==> src/rtl/sram_ctrl_pkg.sv <==
// rtl/sram_ctrl_pkg.sv - state encoding, default strobe timing and counter sizing for sram_ctrl
package sram_ctrl_pkg;

  typedef enum logic [2:0] {
    S_IDLE    = 3'd0,
    S_SETUP   = 3'd1,
    S_STROBE  = 3'd2,
    S_HOLD    = 3'd3,
    S_RESP    = 3'd4,
    S_VSETUP  = 3'd5,
    S_VSTROBE = 3'd6,
    S_VHOLD   = 3'd7
  } state_t;

  localparam int T_SETUP_DEF  = 1;
  localparam int T_STROBE_DEF = 2;
  localparam int T_HOLD_DEF   = 1;

  // Counter is loaded with T-1, so clog2(max T) bits suffice; keep at least one bit.
  function automatic int cnt_width(input int a, input int b, input int c);
    int m;
    m = a;
    if (b > m) m = b;
    if (c > m) m = c;
    return (m <= 1) ? 1 : $clog2(m);
  endfunction

endpackage

==> src/rtl/sram_ctrl_timer.sv <==
// rtl/sram_ctrl_timer.sv - loadable down-counter shared by all timed phases, done when zero
module sram_ctrl_timer #(
  parameter int CW = 1
) (
  input  logic          i_clk,
  input  logic          i_rst_n,
  input  logic          i_load,
  input  logic [CW-1:0] i_load_val,
  output logic          o_done
);

  logic [CW-1:0] r_cnt;

  always_ff @(posedge i_clk) begin
    if (!i_rst_n) begin
      r_cnt <= '0;
    end else if (i_load) begin
      r_cnt <= i_load_val;
    end else if (r_cnt != '0) begin
      r_cnt <= r_cnt - CW'(1);
    end
  end

  assign o_done = (r_cnt == '0);

endmodule

==> src/rtl/sram_ctrl.sv <==
// rtl/sram_ctrl.sv - timed strobe sequencer for the async 8-bit sram with a valid/ready host side
// SRAM_CTRL_VERIFY_EN: writes are followed by a read-back of the same address and a compare.
module sram_ctrl
  import sram_ctrl_pkg::*;
#(
  parameter int AW       = 8,
  parameter int DW       = 8,
  parameter int T_SETUP  = T_SETUP_DEF,
  parameter int T_STROBE = T_STROBE_DEF,
  parameter int T_HOLD   = T_HOLD_DEF
) (
  input  logic          i_clk,
  input  logic          i_rst_n,
  input  logic          i_req_valid,
  output logic          o_req_ready,
  input  logic          i_req_we,
  input  logic [AW-1:0] i_req_addr,
  input  logic [DW-1:0] i_req_wdata,
  output logic          o_rsp_valid,
  input  logic          i_rsp_ready,
  output logic [DW-1:0] o_rsp_rdata,
  output logic          o_rsp_err,
  output logic          o_sram_cs,
  output logic          o_sram_wr,
  output logic          o_sram_rd,
  output logic [AW-1:0] o_sram_addr,
  output logic [DW-1:0] o_sram_din,
  input  logic [DW-1:0] i_sram_dout
);

  localparam int CW = cnt_width(T_SETUP, T_STROBE, T_HOLD);

  state_t        r_state;
  state_t        w_next;
  logic          w_accept;
  logic          w_load;
  logic [CW-1:0] w_load_val;
  logic          w_done;
  logic          w_cs;
  logic          w_wr;
  logic          w_rd_n;

  logic          r_we;
  logic          r_cs;
  logic          r_wr;
  logic          r_rd_n;
  logic [AW-1:0] r_addr;
  logic [DW-1:0] r_din;
  logic          r_rsp_valid;
  logic [DW-1:0] r_rdata;

  sram_ctrl_timer #(.CW(CW)) u_timer (
    .i_clk      (i_clk),
    .i_rst_n    (i_rst_n),
    .i_load     (w_load),
    .i_load_val (w_load_val),
    .o_done     (w_done)
  );

  assign o_req_ready = (r_state == S_IDLE) && i_rst_n;

  always_comb begin
    w_next     = r_state;
    w_accept   = 1'b0;
    w_load     = 1'b0;
    w_load_val = '0;
    case (r_state)
      S_IDLE: begin
        if (i_req_valid && o_req_ready) begin
          w_accept   = 1'b1;
          w_next     = S_SETUP;
          w_load     = 1'b1;
          w_load_val = CW'(T_SETUP - 1);
        end
      end
      S_SETUP, S_VSETUP: begin
        if (w_done) begin
          w_next     = (r_state == S_SETUP) ? S_STROBE : S_VSTROBE;
          w_load     = 1'b1;
          w_load_val = CW'(T_STROBE - 1);
        end
      end
      S_STROBE, S_VSTROBE: begin
        if (w_done) begin
          w_next     = (r_state == S_STROBE) ? S_HOLD : S_VHOLD;
          w_load     = 1'b1;
          w_load_val = CW'(T_HOLD - 1);
        end
      end
      S_HOLD: begin
        if (w_done) begin
`ifdef SRAM_CTRL_VERIFY_EN
          if (r_we) begin
            w_next     = S_VSETUP;
            w_load     = 1'b1;
            w_load_val = CW'(T_SETUP - 1);
          end else begin
            w_next = S_RESP;
          end
`else
          w_next = S_RESP;
`endif
        end
      end
      S_VHOLD: begin
        if (w_done) w_next = S_RESP;
      end
      S_RESP: begin
        if (i_rsp_ready) w_next = S_IDLE;
      end
      default: w_next = S_IDLE;
    endcase
  end

  // Strobe outputs are registered from the next state so every sram pin changes only on an edge.
  assign w_cs   = w_next inside {S_SETUP, S_STROBE, S_HOLD, S_VSETUP, S_VSTROBE, S_VHOLD};
  assign w_wr   = (w_next == S_STROBE) && r_we;
  assign w_rd_n = !(((w_next == S_STROBE) && !r_we) || (w_next == S_VSTROBE));

  always_ff @(posedge i_clk) begin
    if (!i_rst_n) begin
      r_state     <= S_IDLE;
      r_we        <= 1'b0;
      r_cs        <= 1'b0;
      r_wr        <= 1'b0;
      r_rd_n      <= 1'b1;
      r_addr      <= '0;
      r_din       <= '0;
      r_rsp_valid <= 1'b0;
      r_rdata     <= '0;
    end else begin
      r_state     <= w_next;
      r_cs        <= w_cs;
      r_wr        <= w_wr;
      r_rd_n      <= w_rd_n;
      r_rsp_valid <= (w_next == S_RESP);
      if (w_accept) begin
        r_we    <= i_req_we;
        r_addr  <= i_req_addr;
        r_din   <= i_req_wdata;
        r_rdata <= '0;
      end
      // Sample on the edge that ends the strobe, while rd is still asserted.
      if ((r_state == S_STROBE) && w_done && !r_we) r_rdata <= i_sram_dout;
`ifdef SRAM_CTRL_VERIFY_EN
      if ((r_state == S_VSTROBE) && w_done) r_rdata <= i_sram_dout;
`endif
    end
  end

`ifdef SRAM_CTRL_VERIFY_EN
  logic r_err;

  always_ff @(posedge i_clk) begin
    if (!i_rst_n) begin
      r_err <= 1'b0;
    end else if (w_accept) begin
      r_err <= 1'b0;
    end else if ((r_state == S_VSTROBE) && w_done) begin
      r_err <= (i_sram_dout != r_din);
    end
  end

  assign o_rsp_err = r_err;
`else
  assign o_rsp_err = 1'b0;
`endif

  assign o_rsp_valid = r_rsp_valid;
  assign o_rsp_rdata = r_rdata;
  assign o_sram_cs   = r_cs;
  assign o_sram_wr   = r_wr;
  assign o_sram_rd   = r_rd_n;
  assign o_sram_addr = r_addr;
  assign o_sram_din  = r_din;

endmodule

==> config.mk <==
export PLATFORM = sky130hd
export DESIGN_NAME = sram_ctrl
export DESIGN_NICKNAME = d
export VERILOG_FILES = /design/src/rtl/sram_ctrl_pkg.sv /design/src/rtl/sram_ctrl_timer.sv /design/src/rtl/sram_ctrl.sv
export SDC_FILE = /design/constraint.sdc
export NUM_CORES = 1
export LEC_CHECK = 0
export CORE_UTILIZATION = 43
export CTS_CLUSTER_SIZE = 28
export DETAILED_ROUTE_END_ITERATION = 10
export PLACE_DENSITY = 0.86
export SYNTH_ARGS = -nofsm -noshare
export SYNTH_HDL_FRONTEND = slang
export SYNTH_SLANG_ARGS = --single-unit
==> constraint.sdc <==
create_clock -name i_clk -period 2.66 [get_ports i_clk]
set_input_delay 0.532 -clock i_clk [delete_from_list [all_inputs] [get_ports i_clk]]
set_output_delay 0.532 -clock i_clk [all_outputs]
set_load 0.005 [all_outputs]
==> impl_metrics.py, run 1 <==
metrics = {
    "die": {
        "ios": 59,
        "start_util_pct": 45.2,
        "dieHeight_um": 61.4,
        "core-area_um2": 3360,
        "die_area_um2": 3770,
        "die_x_um": 61.4,
        "rows": 21,
    },
    "timing": {
        "max_slew_margin_pct": 63.0,
        "min_period_over_period_pct": 92.5,
        "hold_viol_final": 0,
        "skew_ns": 0.00562,
        "setup_tns_ns": 0,
        "tightest_slew_ns": 0.553,
        "maxSlewViolCount": 0,
        "fmax_mhz": 406,
        "rsz0062_at_grt": "false",
        "final.min_clock_period_ns": 2.46,
        "setup_viol": 0,
    },
    "power": {
        "leakagePower_nw": 0.808,
        "ir_worst_vdd_v": 0.000552,
        "power_switching_share_pct": 24.3,
        "intPower_w": 0.000951,
        "comb_power_share_pct": 20.1,
        "seqPwrFrac_pct": 42.8,
        "cellPowerDensity_nw_per_um2": 567,
        "net-switching-power_w": 0.000306,
        "p_clk_share_pct": 37.1,
    },
    "route": {
        "ant_nets": 0,
        "dr_wl_met2_mm": 1.69,
        "wl_mm": 3.51,
        "wl_met3_um": 214,
        "highest_layer": "met4",
        "drt_iter0_drc": 45,
        "vias": 1318,
        "vias_per_cell": 4.97,
        "routedWlPerCell_um": 13.2,
        "wl_met1_mm": 1.53,
        "post-route-drc-count": 0,
        "first_pass_iters": 4,
    },
    "logic_synthesis": {
        "ys_ff_latch": 33,
        "syn_inst": 161,
        "async_reset_ff_share_pct": 0,
        "yosys.area.top_type_share_pct": 43.5,
        "yosysWarnings": 0,
        "synth_top_area_cell": "dfxtp_1",
        "synth.area.top_cells": "dfxtp_1 43%, nand2_1 8.6%, a21boi_0 8.4%",
        "avgSynthCellArea_um2": 9.43,
        "synth.net_count": 196,
        "ys.flop_type": "dfxtp_1",
        "synth.distinct_cells": 42,
        "synth_edf_count": 0,
        "yosysSeqAreaShare_pct": 43.5,
        "synth_area_um2": 1520,
    },
    "setup_path": {
        "required_ns": 2.13,
        "endpoint_kind": "output port",
        "cp-start-kind": "flop",
        "path_max_fanout": 8,
        "worstSetupPathType": "flop to output port",
        "arrival_ns": 1.93,
    },
    "run": {
        "cap_violations": 0,
    },
    "clock_tree": {
        "cts_inserted_buffers": 5,
        "cts_hold_buf": 0,
        "post_cts_buffers": 0,
        "tritoncts": "yes",
        "cts.root.buffer_cell": "clkbuf_4",
        "cts_resized": 0,
        "path_clk_slew_ns": 0.10,
        "numClockSinks": 33,
        "cts.path.max_buffers": 2,
        "worstSkewPairLatency_ns": 0.34,
        "cts-htree-levels": 2,
    },
    "placement": {
        "place_congestion": 0.808,
        "numPortBuffers": 57,
        "post-place-cells": 257,
        "hpwl_mm": 2.51,
    },
    "global_routing": {
        "grt_max_degree": 35,
        "grt_pass1_wl_mm": 5.62,
        "grt_pass1_vias": 1242,
        "grt_antenna_before_repair": 0,
        "track_usage_pct": 21.1,
        "overflow": 0,
    },
    "layout": {
        "fin_cells": 265,
        "num_antenna_cells": 0,
        "syn2layout_area_growth_pct": 45.8,
        "drive_above_1_share_pct": 9.13,
        "layout.nets": 253,
    },
    "worst_hold_path": {
        "hp-class": "flop to flop",
    },
    "status": {
        "status": "complete, no violations",
    },
}
[worst max-delay path: stages, from the launching register on]
cell	delay, ns
dfxtp_1	0.38
inv_1	0.15
ha_1	0.34
and3b_1	0.21
clkdlybuf4s50_1	0.51
[metrics by stage]
stage | total power, W | hold slack [ns] | cell area [µm²] | setup WS [ns] | util, %
3_3_place_gp | 0.000795 | 0.449 | 2110 | 0.464 | 62.8
4_1_cts | 0.00127 | 0.470 | 2210 | 0.191 | 65.8
3_5_place_dp | 0.000801 | 0.458 | 2110 | 0.437 | 62.8
6_report | 0.00126 | 0.465 | 2210 | 0.199 | 65.8
5_1_grt | 0.00131 | 0.492 | 2210 | 0.0784 | 65.8
2_1_floorplan | 0.000689 | 0.460 | 1520 | 0.810 | -
[flip-flops by register name, summed over array words and instances (netlist names)]
signal,count
u_timer.r_cnt,1
o_sram_din,8
o_sram_cs,1
o_sram_rd,1
r_state,3
o_rsp_rdata,8
o_sram_wr,1
r_we,1
o_sram_addr,8
o_rsp_valid,1
[worst paths after layout]
path	start	end	slack (ns)	cells past startpoint
worst min register to register	o_sram_din[1]$_SDFFE_PN0P_	o_sram_din[1]$_SDFFE_PN0P_	0.47	2
worst max register to register	r_state[0]$_SDFF_PN0_	o_sram_wr$_SDFF_PN0_	0.66	6
worst max-delay path	r_state[1]$_SDFF_PN0_	o_req_ready	0.20	4
worst min-delay path	o_sram_din[1]$_SDFFE_PN0P_	o_sram_din[1]$_SDFFE_PN0P_	0.47	2
[Yosys cell counts (2+ instances only)]
cell type  instances
nand2b_1           2
nor2b_1           10
o211a_1            2
dfxtp_1           33
o21a_1             2
buf_4              2
nand3b_1           2
a21boi_0          17
buf_2              4
nor3_1             2
nand2_1           35
nand3_1            2
ha_1               6
a22oi_1            8
inv_1              2
and2_1             2
a21oi_1            2
clkbuf_1           3
o21ai_0            2
[area by class of cell]
class / count / area (µm²)
Fill cell: 284 / 1150
Multi-Input combinational cell: 116 / 793
Sequential cell: 33 / 661
Timing Repair Buffer: 60 / 593
Clock inverter: 3 / 65.1
Tap cell: 46 / 57.6
Clock buffer: 5 / 37.5
Inverter: 2 / 7.51
[kinds of logic (layout without fill, tap and decap cells)]
| group | count (synthesis) | in the layout | share of synthesized area [%] |
|---|---|---|---|
| buffers and inverters | 12 | 70 | 4.28 |
| other | 1 | 1 | 0.247 |
| and+or+nand+nor | 65 | 65 | 23.4 |
| muxes | 1 | 1 | 0.659 |
| AOI/OAI and AO/OA | 43 | 43 | 23.0 |
| adders and majority gates | 6 | 6 | 4.94 |
| DFF | 33 | 33 | 43.5 |
[routing by layer]
| layer | track usage (%) | vias up |
|---|---|---|
| met3 | 7.56 | 7 |
| met5 | 0 | - |
| met4 | 10.8 | 0 |
| met2 | 32.6 | 36 |
| li1 | - | 670 |
| met1 | 26.0 | 605 |
[layout by cell type (no fill, tap or decap), drive strengths merged, types with 3 or more instances in the layout]
| cell type | synthesis | layout |
|---|---|---|
| dfxtp | 33 | 33 |
| ha | 6 | 6 |
| a21boi | 17 | 17 |
| clkbuf | 3 | 5 |
| clkdlybuf4s50 | 0 | 57 |
| buf | 7 | 3 |
| nand2 | 35 | 35 |
| nor2b | 10 | 10 |
| a22oi | 8 | 8 |
[power groups by stage]
| stage | registers, W | clock network [W] | logic (W) |
|---|---|---|---|
| finish | 0.000538 | 0.000466 | 0.000253 |
| global route | 0.000542 | 0.000496 | 0.000276 |
| CTS | 0.000538 | 0.000478 | 0.000253 |
| detailed placement | 0.000549 | 0 | 0.000251 |
| global placement | 0.000549 | 0 | 0.000246 |
| floorplan | 0.000548 | 0 | 0.000141 |
Note: power is estimated with default switching activity, not from simulation.
==> run 2: changes to the inputs <==
--- a/config.mk
+++ b/config.mk
@@ -5,10 +5,10 @@
 export SDC_FILE = /design/constraint.sdc
 export NUM_CORES = 1
 export LEC_CHECK = 0
-export CORE_UTILIZATION = 43
+export CORE_UTILIZATION = 30
 export CTS_CLUSTER_SIZE = 28
 export DETAILED_ROUTE_END_ITERATION = 10
-export PLACE_DENSITY = 0.86
+export PLACE_DENSITY = 0.66
 export SYNTH_ARGS = -nofsm -noshare
 export SYNTH_HDL_FRONTEND = slang
 export SYNTH_SLANG_ARGS = --single-unit
==> constraint.sdc (replaced) <==
create_clock -name i_clk -period 2.66 [get_ports i_clk]
set_input_delay 0.532 -clock i_clk [delete_from_list [all_inputs] [get_ports i_clk]]
set_output_delay 0.532 -clock i_clk [all_outputs]
set_load 0.1 [all_outputs]
==> impl_metrics.py, run 2 (synthesized netlist as in run 1, its figures left out) <==
metrics = {
    "status": {
        "status": "complete, no violations",
    },
    "timing": {
        "hold_viol_final": 0,
        "rsz0062_at_grt": "false",
        "final.min_clock_period_ns": 2.10,
        "skew_ns": 0.00115,
        "maxSlewViolCount": 0,
        "max_slew_margin_pct": 62.9,
        "hold_ws_ns": 0.464,
        "setup_tns_ns": 0,
        "fmax_mhz": 476,
        "setup_viol": 0,
        "min_period_over_period_pct": 78.9,
        "tightest_slew_ns": 0.554,
    },
    "global_routing": {
        "grt_max_degree": 33,
        "use_met3_pct": 5.52,
        "grt_pass1_vias": 1228,
        "grtUsageMet1_pct": 16.5,
        "overflow": 0,
        "grt_busiest_layer": "met2",
        "met2_usage_pct": 21.9,
        "track_usage_pct": 13.7,
        "grt_pass1_wl_mm": 5.62,
        "grt_antenna_before_repair": 0,
    },
    "power": {
        "cellPowerDensity_nw_per_um2": 603,
        "ir_worst_vdd_v": 0.000290,
        "comb_power_share_pct": 31.9,
        "net-switching-power_w": 0.000458,
        "intPower_w": 0.000844,
        "p_clk_share_pct": 26.7,
        "seqPwrFrac_pct": 41.5,
        "power_switching_share_pct": 35.2,
        "leakagePower_nw": 0.850,
    },
    "clock_tree": {
        "cts_inserted_buffers": 5,
        "worstSkewPairLatency_ns": 0.28,
        "cts_resized": 0,
        "tritoncts": "yes",
        "path_clk_slew_ns": 0.06,
        "cts_hold_buf": 0,
        "numClockSinks": 33,
        "post_cts_buffers": 0,
        "cts.root.buffer_cell": "clkbuf_8",
        "cts.path.max_buffers": 2,
        "cts-htree-levels": 2,
    },
    "setup_path": {
        "arrival_ns": 1.57,
        "max_stage_delay_ns": 0.37,
        "r2r_slack_ns": 0.68,
        "path_max_fanout": 8,
        "cp_slowest_cell": "dfxtp_1",
        "required_ns": 2.13,
        "crit_chain": "inv_1, ha_1, and3b_1, buf_12",
        "reg2reg_depth": 6,
        "worstSetupPathType": "flop to output port",
        "cp-start-kind": "flop",
        "endpoint_kind": "output port",
    },
    "route": {
        "vias": 1310,
        "routedWlPerCell_um": 11.6,
        "post-route-drc-count": 0,
        "drt_iter0_drc": 47,
        "wl_mm": 3.32,
        "vias_per_cell": 4.58,
        "first_pass_iters": 4,
        "ant_nets": 0,
    },
    "die": {
        "start_util_pct": 31.7,
        "core-area_um2": 4790,
        "die_x_um": 73.2,
        "ios": 59,
        "die_area_um2": 5350,
        "rows": 25,
        "dieHeight_um": 73.2,
    },
    "worst_hold_path": {
        "whs_path_depth": 2,
        "hp-class": "flop to flop",
    },
    "run": {
        "cap_violations": 0,
    },
    "layout": {
        "drive_above_1_share_pct": 21.0,
        "layout.nets": 253,
        "final_common_cell": "nand2_1",
        "num_antenna_cells": 0,
        "syn2layout_area_growth_pct": 42.1,
        "utilization_pct": 45.1,
        "final_cell_mix": "35 x nand2_1, 33 x dfxtp_1, 31 x buf_4, 28 x clkdlybuf4s50_1, 17 x a21boi_0",
    },
    "placement": {
        "numPortBuffers": 57,
        "place_congestion": 0.811,
        "hpwl_mm": 2.43,
    },
}
==> run 2: cell count changes in the layout (fill, tap and decap cells not counted), moves of 2 or more <==
| cell | before | now |
|---|---|---|
| buf_4 | 3 | 31 |
| clkbuf_4 | 5 | 0 |
| bufinv_16 | 2 | 0 |
| clkbuf_1 | 0 | 3 |
| clkdlybuf4s50_1 | 57 | 28 |
| clkbuf_8 | 0 | 5 |
==> run 2: final timing paths <==
check	to	startpoint
worst min-delay path	o_sram_addr[0]$_SDFFE_PN0P_	o_sram_addr[0]$_SDFFE_PN0P_
worst max register to register	o_sram_wr$_SDFF_PN0_	r_state[1]$_SDFF_PN0_
worst max-delay path	o_req_ready	r_state[1]$_SDFF_PN0_
worst min register to register	o_sram_addr[0]$_SDFFE_PN0P_	o_sram_addr[0]$_SDFFE_PN0P_
==> run 2: metal layers <==
layer / up-vias / wire (µm)
met5: - / 0
met4: 0 / 55
met3: 7 / 231
met2: 35 / 1450
met1: 600 / 1580
li1: 668 / -
==> run 2: area by class of cell <==
cell class	instances	area [µm²]
Clock buffer	8	80.1
Fill cell	473	2630
Inverter	2	7.51
Multi-Input combinational cell	116	793
Sequential cell	33	661
Tap cell	67	83.8
Timing Repair Buffer	60	533
==> run 2: power by group through the flow <==
stage / clock network, W / logic, W / registers (W)
floorplan: 0 / 0.000164 / 0.000694
global placement: 0 / 0.000417 / 0.000550
detailed placement: 0 / 0.000417 / 0.000550
CTS: 0.000364 / 0.000418 / 0.000539
global route: 0.000393 / 0.000441 / 0.000543
finish: 0.000347 / 0.000415 / 0.000539
==> run 2: critical path: cells and delay by family (launching register included) <==
family	cells	cell delay, ns
buffers and inverters	2	0.33
DFF	1	0.37
and+or+nand+nor	1	0.27
adders and majority gates	1	0.32
==> run 2: per-stage QoR <==
stage | cells | cell area, µm² | setup WS, ns | power, W
3_5_place_dp | 278 | 2080 | 0.557 | 0.000968
4_1_cts | 286 | 2160 | 0.552 | 0.00132
2_1_floorplan | 161 | 1520 | 0.622 | 0.000857
3_3_place_gp | 278 | 2080 | 0.619 | 0.000967
5_1_grt | 286 | 2160 | 0.440 | 0.00138
6_report | 286 | 2160 | 0.561 | 0.00130
